$ cat config.mk
export PLATFORM = sky130hd
export DESIGN_NAME = employee_rec_deser_flat
export DESIGN_NICKNAME = d
export VERILOG_FILES = /design/src/rtl/employee_rec_deser_if.sv /design/src/rtl/employee_rec_deser.sv /design/src/flat_wrapper.sv
export SDC_FILE = /design/constraint.sdc
export NUM_CORES = 1
export LEC_CHECK = 0
export CORE_MARGIN = 2
export CORE_UTILIZATION = 50
export CTS_BUF_LIST = sky130_fd_sc_hd__clkbuf_4 sky130_fd_sc_hd__clkbuf_8
export DETAILED_ROUTE_END_ITERATION = 8
export HOLD_SLACK_MARGIN = 0.03
export PLACE_DENSITY = 0.77
export SLEW_MARGIN = 10
export SYNTH_ARGS = -nofsm -noshare
export SYNTH_HDL_FRONTEND = slang
export SYNTH_SLANG_ARGS = --single-unit
$ cat constraint.sdc
create_clock -name clk -period 4.1 [get_ports clk]
set_input_delay 0.82 -clock clk [delete_from_list [all_inputs] [get_ports clk]]
set_output_delay 0.82 -clock clk [all_outputs]
set_load 0.02 [all_outputs]
$ cat src/rtl/employee_rec_deser_if.sv
// Byte-stream in / record out handshake bundle for the employee record deserialiser.
// The master side feeds bytes and consumes records; the slave side is the deserialiser.
interface employee_rec_deser_if #(
  parameter int AGE_W = 32,
  parameter int ID_W  = 16
);
  logic             in_valid;
  logic             in_ready;
  logic [7:0]       in_data;
  logic             in_sof;
  logic             rec_valid;
  logic             rec_ready;
  logic [AGE_W-1:0] rec_age;
  logic [ID_W-1:0]  rec_id;

  modport master (
    output in_valid, in_data, in_sof, rec_ready,
    input  in_ready, rec_valid, rec_age, rec_id
  );

  modport slave (
    input  in_valid, in_data, in_sof, rec_ready,
    output in_ready, rec_valid, rec_age, rec_id
  );
endinterface

$ cat src/rtl/employee_rec_deser.sv
// Reassembles a packed {age, id} employee record from an MSB-first framed byte
// stream and holds it on a valid/ready port until the consumer takes it.
// Framing errors (stray bytes in IDLE, restarts mid-frame) bump a saturating counter.
module employee_rec_deser #(
  parameter int AGE_W     = 32,
  parameter int ID_W      = 16,
  parameter int ERR_CNT_W = 8
) (
  input  logic                 clk,
  input  logic                 reset,
  employee_rec_deser_if.slave  bus,
  output logic [4:0]           state_o,
  output logic [ERR_CNT_W-1:0] err_cnt
);
  localparam int REC_W     = AGE_W + ID_W;
  localparam int REC_BYTES = REC_W / 8;
  localparam int CNT_W     = $clog2(REC_BYTES + 1);

  typedef enum logic [4:0] {
    IDLE  = 5'd2,
    COUNT = 5'd7,
    LAST  = 5'd11
  } fsm_e;

  fsm_e                 state_reg;
  logic [CNT_W-1:0]     cnt_reg;
  // Only the first REC_BYTES-1 bytes ever need storing; the final byte is
  // merged straight into the latched record.
  logic [REC_W-9:0]     shift_reg;
  logic                 rec_valid_reg;
  logic [AGE_W-1:0]     rec_age_reg;
  logic [ID_W-1:0]      rec_id_reg;
  logic [ERR_CNT_W-1:0] err_cnt_reg;

  logic                 accept;
  logic                 err_sat;
  logic [REC_W-1:0]     word_next;

  // Ready is a pure function of state (and reset), never of in_valid.
  assign bus.in_ready  = !reset && (state_reg == IDLE || state_reg == COUNT);
  assign accept        = bus.in_valid && bus.in_ready;
  assign err_sat       = &err_cnt_reg;
  assign word_next     = {shift_reg, bus.in_data};

  assign bus.rec_valid = rec_valid_reg;
  assign bus.rec_age   = rec_age_reg;
  assign bus.rec_id    = rec_id_reg;
  assign state_o       = state_reg;
  assign err_cnt       = err_cnt_reg;

  // Framing FSM: byte collection, record latch, output handshake and error count.
  always_ff @(posedge clk or posedge reset) begin
    if (reset) begin
      state_reg     <= IDLE;
      cnt_reg       <= '0;
      shift_reg     <= '0;
      rec_valid_reg <= 1'b0;
      rec_age_reg   <= '0;
      rec_id_reg    <= '0;
      err_cnt_reg   <= '0;
    end else begin
      case (state_reg)
        IDLE: begin
          if (accept) begin
            if (bus.in_sof) begin
              shift_reg <= (REC_W-8)'(bus.in_data);
              cnt_reg   <= CNT_W'(1);
              state_reg <= COUNT;
            end else if (!err_sat) begin
              err_cnt_reg <= err_cnt_reg + ERR_CNT_W'(1);
            end
          end
        end
        COUNT: begin
          if (accept) begin
            if (bus.in_sof) begin
              // Restart: the partial frame is dropped and this byte opens a new one.
              if (!err_sat) begin
                err_cnt_reg <= err_cnt_reg + ERR_CNT_W'(1);
              end
              shift_reg <= (REC_W-8)'(bus.in_data);
              cnt_reg   <= CNT_W'(1);
            end else if (cnt_reg == CNT_W'(REC_BYTES - 1)) begin
              rec_age_reg   <= word_next[REC_W-1:ID_W];
              rec_id_reg    <= word_next[ID_W-1:0];
              rec_valid_reg <= 1'b1;
              cnt_reg       <= '0;
              state_reg     <= LAST;
            end else begin
              shift_reg <= word_next[REC_W-9:0];
              cnt_reg   <= cnt_reg + CNT_W'(1);
            end
          end
        end
        LAST: begin
          if (bus.rec_ready) begin
            rec_valid_reg <= 1'b0;
            state_reg     <= IDLE;
          end
        end
        default: begin
          rec_valid_reg <= 1'b0;
          cnt_reg       <= '0;
          state_reg     <= IDLE;
        end
      endcase
    end
  end
endmodule

$ cat src/flat_wrapper.sv
// flat-port wrapper written by rule: the top's interface ports become plain ports
module employee_rec_deser_flat 
#(
  parameter int AGE_W     = 32,
  parameter int ID_W      = 16,
  parameter int ERR_CNT_W = 8
)
  (clk, reset, state_o, err_cnt, bus_in_valid, bus_in_data, bus_in_sof, bus_rec_ready, bus_in_ready, bus_rec_valid, bus_rec_age, bus_rec_id);
  employee_rec_deser_if #(.AGE_W(AGE_W), .ID_W(ID_W)) bus_i ();
  input  logic clk;
  input  logic reset;
  output logic [4:0] state_o;
  output logic [ERR_CNT_W-1:0] err_cnt;
  input wire logic [$bits(bus_i.in_valid)-1:0] bus_in_valid;
  input wire logic [$bits(bus_i.in_data)-1:0] bus_in_data;
  input wire logic [$bits(bus_i.in_sof)-1:0] bus_in_sof;
  input wire logic [$bits(bus_i.rec_ready)-1:0] bus_rec_ready;
  output wire logic [$bits(bus_i.in_ready)-1:0] bus_in_ready;
  output wire logic [$bits(bus_i.rec_valid)-1:0] bus_rec_valid;
  output wire logic [$bits(bus_i.rec_age)-1:0] bus_rec_age;
  output wire logic [$bits(bus_i.rec_id)-1:0] bus_rec_id;
  assign bus_i.in_valid = bus_in_valid;
  assign bus_i.in_data = bus_in_data;
  assign bus_i.in_sof = bus_in_sof;
  assign bus_i.rec_ready = bus_rec_ready;
  assign bus_in_ready = bus_i.in_ready;
  assign bus_rec_valid = bus_i.rec_valid;
  assign bus_rec_age = bus_i.rec_age;
  assign bus_rec_id = bus_i.rec_id;
  employee_rec_deser #(.AGE_W(AGE_W), .ID_W(ID_W), .ERR_CNT_W(ERR_CNT_W)) u_core (.clk(clk), .reset(reset), .bus(bus_i), .state_o(state_o), .err_cnt(err_cnt));
endmodule
==> flow_metrics.tcl, run 1 <==
set metrics [dict create \
    status "completed" \
    chipHeight_um 94.71 \
    cpPeakStageDelay_ps 640 \
    ys_warn_count 0 \
    synth_top_family_by_area "multiplexers" \
    fp.dieW_um 94.71 \
    cts_buffers 9 \
    leakagePower_nw 2.450 \
    tns_ps 0 \
    layout.area.seq_um2 2577 \
    period_minus_slack_ps 3052 \
    slowest_stage "clkdlybuf4s50_1" \
    slew_violations 0 \
    diodes 0 \
    ir_drop_v 0.0002871 \
    cp-start-kind "input pin" \
    drc_errors 0 \
    critical_path_arrival_ps 2230 \
    critPathBufInv 2 \
    grt_overflow 0 \
    avgSynthCellArea_um2 14.38 \
    yosysTopAreaCellShare_pct 62.65 \
    cts.sinks 103 \
    final_nets 371 \
    grt_pass1_wl_mm 12.58 \
    multi_input_area_um2 1428 \
    synth_top_cells_by_area "dfrtp_1 (63%), mux2_2 (8.2%), a22o_1 (6.8%)" \
    vias 2582 \
    synth-main-ff-cell "dfrtp_1" \
    worstMarginPinSlew_ps 898.1 \
    rows 33 \
    routedWlPerCell_um 16.18 \
    final-hold-violation-count 0 \
    yosysTopAreaCell "dfrtp_1" \
    max-slew-margin-rel_pct 39.92 \
    synthesis.nets 300 \
    postCtsHoldBufs 0 \
    root_buffer "clkbuf_8" \
    drtIter0Drc 139 \
    muxShareOfSynthArea_pct 16.85 \
    grt_usage_pct 18.12 \
    syn_to_final_growth_pct 24.88 \
    grt_antenna_before_repair 0 \
    powerDensity_nw_per_um2 390.8 \
    syn_area_um2 4114 \
    grt_max_degree 67 \
    ys_ff_latch 103 \
    min_period_over_period_pct 74.45 \
    synthArstFlopShare_pct 100.0 \
    die_area_um2 8969 \
    postCtsSetupBuffers 0 \
    worstHoldPathType "flip-flop to flip-flop" \
    clock_skew_ps 11.46 \
    yosysSeqAreaShare_pct 62.65 \
    synth_common_cells "dfrtp_1 (103), a22o_1 (32), mux2_2 (30)" \
    cp_common_cell "clkdlybuf4s50_1" \
    io_buffers 73 \
    htreeDepth 3 \
    io-pin-count 76 \
    largest_register_ffs 40 \
    rsz0062_at_grt "no" \
    critPathKind "input pin to primary output" \
    cts_tree "yes" \
    wl_mm 7.556 \
    antenna_left 0 \
    cp_max_fo 5 \
    finalPower_mw 2.008 \
    cp-end-kind "primary output" \
    clk_path_buf_depth 2 \
    synth_cells 286 \
    core_area_um2 8093 \
    insertion_delay_ps 360 \
    synth_enable_flop_cells 0 \
    synth_fa_ha_area_share_pct 0.3041 \
    yosysMostFrequentCell "dfrtp_1" \
    path_delay_family "buffers and inverters" \
    drive_above_1_share_pct 18.23 \
    synth_compound_area_share_pct 9.884 \
    avgViaCountPerCell 5.529 \
    crit_path_cell_trace "clkdlybuf4s50_1 -> a211oi_1 -> clkdlybuf4s50_1" \
    cts-resized-gates 0 \
    cap_viol_max_count 0 \
    synth-xor-area-share_pct 1.064 \
    drt_first_pass_iters 4 \
    gp_congestion 0.8056 \
    start_util_pct 50.83 \
    setup_viol 0 \
    grt_pass1_vias 2515 \
    dp_hpwl_mm 4.985 \
    synth_cell_types 43 \
    reg2reg_slack_ps 1940 \
    cts.clk_slew.worst_paths_ps 90 \
    worstPathRequired_ps 3280 \
    fillers 636 \
    yosys.area_share.simple_pct 6.204 \
    max_freq_mhz 327.6 \
]
[routing by layer]
layer  routed length, um  global-route usage (%)  vias to the layer above  share of wire (%)
met4                  98                   6.522                        0                1.3
met5                   0                       0                        -                  0
li1                    -                       -                     1188                  -
met1                3438                   25.46                     1300                 46
met3                 500                   5.188                        6                6.6
met2                3518                   27.13                       88                 47
[cells by family (layout without fill, tap and decap cells)]
logic type,count (synthesis),in the layout
AO/OA/AOI/OAI,52,52
XOR/XNOR,5,5
adder cells (fa/ha/maj),1,1
buffers and inverters,21,97
flip-flops,103,103
multiplexers,59,59
other,2,2
AND/OR/NAND/NOR,43,43
[where the power goes]
group          switching, mW  leakage, nW  internal [mW]
logic                  0.113        0.935          0.116
clock network          0.364        0.105          0.297
registers             0.0544         1.41           1.06
[cell type report]
| type | count | area share [%] |
|---|---|---|
| Sequential cell | 103 | 50.17 |
| Multi-Input combinational cell | 162 | 27.79 |
| Timing Repair Buffer | 77 | 15.05 |
| Tap cell | 105 | 2.557 |
| Clock buffer | 9 | 2.411 |
| Clock inverter | 7 | 1.680 |
| Inverter | 4 | 0.3410 |
[worst paths after layout]
check                                        from  cells past startpoint                endpoint
setup / recovery                            reset                      3            bus_in_ready
hold / removal             u_core.bus.rec_age[22]                      1  u_core.bus.rec_age[22]
setup reg to reg                u_core.state_o[3]                      3     u_core.shift_reg[6]
hold reg to reg            u_core.bus.rec_age[22]                      1  u_core.bus.rec_age[22]
max in group asynchronous                   reset                      3    u_core.shift_reg[37]
min in group asynchronous                   reset                      2       u_core.state_o[0]
[metrics by stage]
step | hold slack, ps | worst slack (ps) | cell area (um^2) | std cells | util, %
after detailed placement | 480.0 | 866.2 | 4927 | 451 | 60.88
final | 494.5 | 1048 | 5137 | 467 | 63.48
after global placement | 472.3 | 987.9 | 4927 | 451 | 60.88
after CTS | 502.9 | 1039 | 5137 | 467 | 63.48
after global routing | 512.7 | 1016 | 5137 | 467 | 63.48
after floorplan | 458.5 | 576.2 | 4114 | 286 | -
[placed cells by master, fill, tap and decap left out, drive strengths merged, types with 4 or more instances in the layout]
cell           instances
inv                    9
nor2                   9
mux2                  58
o21ai                  4
buf                    4
a22o                  32
clkdlybuf4s50         73
nand3                  4
nor3                   4
nand2                  8
clkbuf                 9
xor2                   5
dfrtp                103
a21oi                  7
[worst reg2reg max path, delay by kind of cell (launching register included)]
| family | cells | cell delay (ps) |
|---|---|---|
| and+or+nand+nor | 2 | 1010 |
| muxes | 1 | 510 |
| DFF | 1 | 540 |
No activity file was read; power rests on OpenSTA's default activity.
==> inputs of run 2 (changes only) <==
clock period = 2.94 ns   (was 4.1 ns; I/O delays follow)
==> run 2 against run 1 <==
Effect of this change: sequential power up 39%; cell area up 0.93%; global-route usage decreased by 0.35 points; worst setup slack worse by 790 ps; non-clock buffer count up 4; first-iteration DRC count shrank 5.0%; combinational power up 41%; hold slack improved by 2.6 ps; register-to-register slack lost 850 ps; final cell count rose by 0.86%; clock power increased by 26%; largest power group unchanged.
==> flow_metrics.tcl, run 2 (synthesized netlist as in run 1, its figures left out) <==
set metrics [dict create \
    crit_path_start "u_core.state_o[2]" \
    finalPower_mw 2.716 \
    final-hold-violation-count 0 \
    hp-start "u_core.bus.rec_age[21]" \
    rows 33 \
    largest_register_ffs 40 \
    cp-start-kind "flip-flop" \
    grt_antenna_before_repair 0 \
    powerDensity_nw_per_um2 523.8 \
    drtIter0Drc 132 \
    dp_hpwl_mm 5.063 \
    wl_mm 7.474 \
    cts-resized-gates 0 \
    postCtsSetupBuffers 0 \
    root_buffer "clkbuf_8" \
    grt_usage_pct 17.77 \
    worstHoldPathType "flip-flop to flip-flop" \
    status "completed" \
    setup_viol 0 \
    max_freq_mhz 373.3 \
    wl_met3_um 311 \
    cts.sinks 103 \
    critPathKind "flip-flop to primary output" \
    cts_tree "yes" \
    final_nets 375 \
    critical_path_arrival_ps 2090 \
    cts.clk_slew.worst_paths_ps 100 \
    clk_path_buf_depth 2 \
    rsz0062_at_grt "no" \
    fp.dieW_um 94.71 \
    wl_met1_mm 3.560 \
    slew_violations 0 \
    antenna_left 0 \
    routedWlPerCell_um 15.87 \
    drc_errors 0 \
    rr_startpoint "u_core.state_o[3]" \
    worstPathRequired_ps 2350 \
    drive_above_1_share_pct 19.13 \
    cp-end-kind "primary output" \
    grt_pass1_wl_mm 12.39 \
    htreeDepth 3 \
    chipHeight_um 94.71 \
    met2_wirelength_mm 3.487 \
    min_period_over_period_pct 91.12 \
    gp_congestion 0.8794 \
    period_minus_slack_ps 2679 \
    final_cell_mix "dfrtp_1 (103), clkdlybuf4s50_1 (73), a22o_1 (32)" \
    layout_commonest_cell "dfrtp_1" \
    avgViaCountPerCell 5.473 \
    grt_overflow 0 \
    core_area_um2 8093 \
    leakagePower_nw 2.469 \
    cap_viol_max_count 0 \
    io-pin-count 76 \
    drt_first_pass_iters 4 \
    grt_pass1_vias 2529 \
    top_layer "met4" \
    start_util_pct 50.83 \
    diodes 0 \
    cp_max_fo 11 \
    postCtsHoldBufs 0 \
    io_buffers 73 \
    syn_to_final_growth_pct 26.03 \
    grt_max_degree 49 \
    vias 2578 \
    insertion_delay_ps 360 \
    die_area_um2 8969 \
    clock_skew_ps 14.36 \
    cts_buffers 9 \
    tns_ps 0 \
    ir_drop_v 0.0004601 \
]
-- run 2: cell types whose count changed in the layout (fill, tap and decap cells not counted), sizes merged --
cell / change
clkbuf: +1
buf: +4
clkinvlp: +1
bufinv: -1
inv: -3
clkinv: +2
-- run 2: metrics by stage --
stage / area [um^2] / hold WS, ps / worst slack, ps / utilization [%] / cells
2_1_floorplan: 4118 / 458.5 / 833.4 / - / 286
3_3_place_gp: 4996 / 472.5 / 539.3 / 61.73 / 455
3_5_place_dp: 4996 / 483.8 / 491.5 / 61.73 / 455
4_1_cts: 5185 / 507.2 / 250.3 / 64.07 / 471
5_1_grt: 5185 / 524.6 / 129.8 / 64.07 / 471
6_report: 5185 / 497.1 / 261.0 / 64.07 / 471
-- run 2: worst paths after layout --
check                                    endpoint  slack, ps  depth (start not counted)
max                                  bus_in_ready        260                          3
min                        u_core.bus.rec_age[21]        500                          1
max reg2reg                     u_core.err_cnt[6]       1090                          4
min reg2reg                u_core.bus.rec_age[21]        500                          1
max in group asynchronous     u_core.shift_reg[2]       1610                          4
min in group asynchronous       u_core.state_o[2]        740                          3
-- run 2: critical path, stage by stage, from the launching register on --
cell	delay (ps)
dfrtp_1	500
or2_2	370
a211oi_1	230
clkdlybuf4s50_1	630
-- run 2: routing by layer --
| layer | track usage [%] | vias to the layer above |
|---|---|---|
| met5 | 0 | - |
| met4 | 6.884 | 0 |
| met3 | 3.113 | 8 |
| met2 | 27.54 | 73 |
| met1 | 25.17 | 1303 |
| li1 | - | 1194 |
-- run 2: layout make-up --
class,instances,area (um^2)
fillers,646,2908
multi-input cells,162,1428
repair buffers,81,840.8
clock buffers,10,137.6
flip-flops and latches,103,2577
clock inverters,6,51.30
well taps,105,131.4
inverters,4,18.77
-- run 2: power breakdown --
group          leakage [nW]  switching [mW]  internal [mW]
Combinational         0.965           0.155          0.169
Clock                0.0939           0.488          0.343
Sequential             1.41          0.0773           1.48
Total                  2.47           0.720           2.00
==> edit, RTL diff (settings of run 2) <==
Register the output `err_cnt` once more, with the module's reset; this adds one clock of latency there. The other outputs are not delayed to match.
--- a/src/rtl/employee_rec_deser.sv
+++ b/src/rtl/employee_rec_deser.sv
@@ -46,7 +46,13 @@
   assign bus.rec_age   = rec_age_reg;
   assign bus.rec_id    = rec_id_reg;
   assign state_o       = state_reg;
-  assign err_cnt       = err_cnt_reg;
+  always_ff @(posedge clk or posedge reset) begin
+    if (reset) begin
+      err_cnt <= '0;
+    end else begin
+      err_cnt <= err_cnt_reg;
+    end
+  end
 
   // Framing FSM: byte collection, record latch, output handshake and error count.
   always_ff @(posedge clk or posedge reset) begin
Function: changed (Yosys sat finds a counterexample within 4 cycles, from zero or initial values and one cycle with reset high).
==> edit against run 2 <==
- synthesized area rose by 12%
- setup slack gained 0.086 ns
- power grew 12%
- final area is 9.8% higher
- fmax up 3.3%
- via count is 16% higher
- sequential cell count grew 8
- global-route usage grew 0.53 points
- register-to-register slack got worse by 0.11 ns
- routed wire length rose by 16%
- first-iteration DRC count grew 47%
- cell count is 16% higher
==> edit: results (changes against run 2) <==
metric;value;unit;change
status;completed;;
area of the multi-input gates;0.00170;sq mm;+19%
flop2flop setup slack;0.98;ns;-0.11 ns
Placed Instances;532;;+17%
Hold Startpoint;u_core.err_cnt_reg[5]$_DFFE_PP0P_;;
Setup crit start;reset;;
Worst Path Arrival;2.00;ns;-0.09 ns
Peak VDD IR;0.438;mV;-4.7%
Unique masters post-synth;44;;+2.3%
Hold WS;0.448;ns;-0.0491 ns
largest net degree at the start of global routing;65;;+33%
Area contributors post-synth;dfrtp_1 (60%), mux2_2 (12%), o31ai_1 (5.2%), o21ai_0 (3.6%), nand2_1 (3.0%);;
final-stage net count;446;;+19%
fill count;740;;+15%
layout cells sized above 1;21.3;%;+2.2 points
GRT Util Overall;18.3;%;+0.53 points
Sw Pwr;0.000794;W;+10%
hold depth;0;;-1
clock skew;0.0112;ns;-0.00317 ns
DP Worst Slack;0.358;ns;-0.134 ns
area post-placement;0.00549;sq mm;+9.9%
Reg2Reg Capture Point;u_core.err_cnt_reg[7]$_DFFE_PP0P_;;
first-pass GRT wire length;14600;um;+18%
Syn Nets;382;;+27%
crit-path max FO;5;;-6
via count;2994;;+16%
initial DRC count;194;;+47%
[edit: cell type report]
| cell class | count | area share [%] |
|---|---|---|
| inverters | 6 | 0.461 |
| flip-flops and latches | 111 | 48.8 |
| well taps | 111 | 2.44 |
| clock inverters | 6 | 1.21 |
| repair buffers | 82 | 14.9 |
| multi-input cells | 222 | 29.8 |
| clock buffers | 10 | 2.42 |
[edit: kinds of logic after synthesis]
| group | Yosys count | synth area share [%] |
|---|---|---|
| DFF | 111 | 60.0 |
| AOI/OAI and AO/OA | 82 | 11.5 |
| and+or+nand+nor | 72 | 8.14 |
| muxes | 60 | 15.3 |
| buffers and inverters | 35 | 3.68 |
| xor gates and xnor gates | 5 | 0.946 |
| other | 2 | 0.162 |
| adders and majority gates | 1 | 0.270 |
[edit: power groups by stage]
stage	combinational, W	sequential (W)	clock (W)
after floorplan	0.000179	0.00178	0
after global placement	0.000372	0.00176	0
after detailed placement	0.000385	0.00176	0
after CTS	0.000386	0.00173	0.000952
after global routing	0.000416	0.00175	0.00102
final	0.000380	0.00173	0.000920
[edit: worst max-delay path by stage]
| stage | to | slack [ns] | depth (start not counted) |
|---|---|---|---|
| floorplan | bus_in_ready | 0.92 | 3 |
| finish | bus_in_ready | 0.35 | 3 |
| detailed placement | bus_in_ready | 0.36 | 3 |
| CTS | bus_in_ready | 0.35 | 3 |
| global route | bus_in_ready | 0.29 | 3 |
| global placement | bus_in_ready | 0.37 | 3 |
[edit: per-layer routing]
metal,part of all wire [%],global-route usage [%],up-vias
met5,0,0,-
met4,1.1,5.69,0
met3,5.4,4.60,9
met2,47,28.4,73
met1,46,25.6,1483
li1,-,-,1429
[edit: critical path: stages]
cell	delay, ns
clkdlybuf4s50_1	0.54
nor3b_1	0.24
clkdlybuf4s50_1	0.63
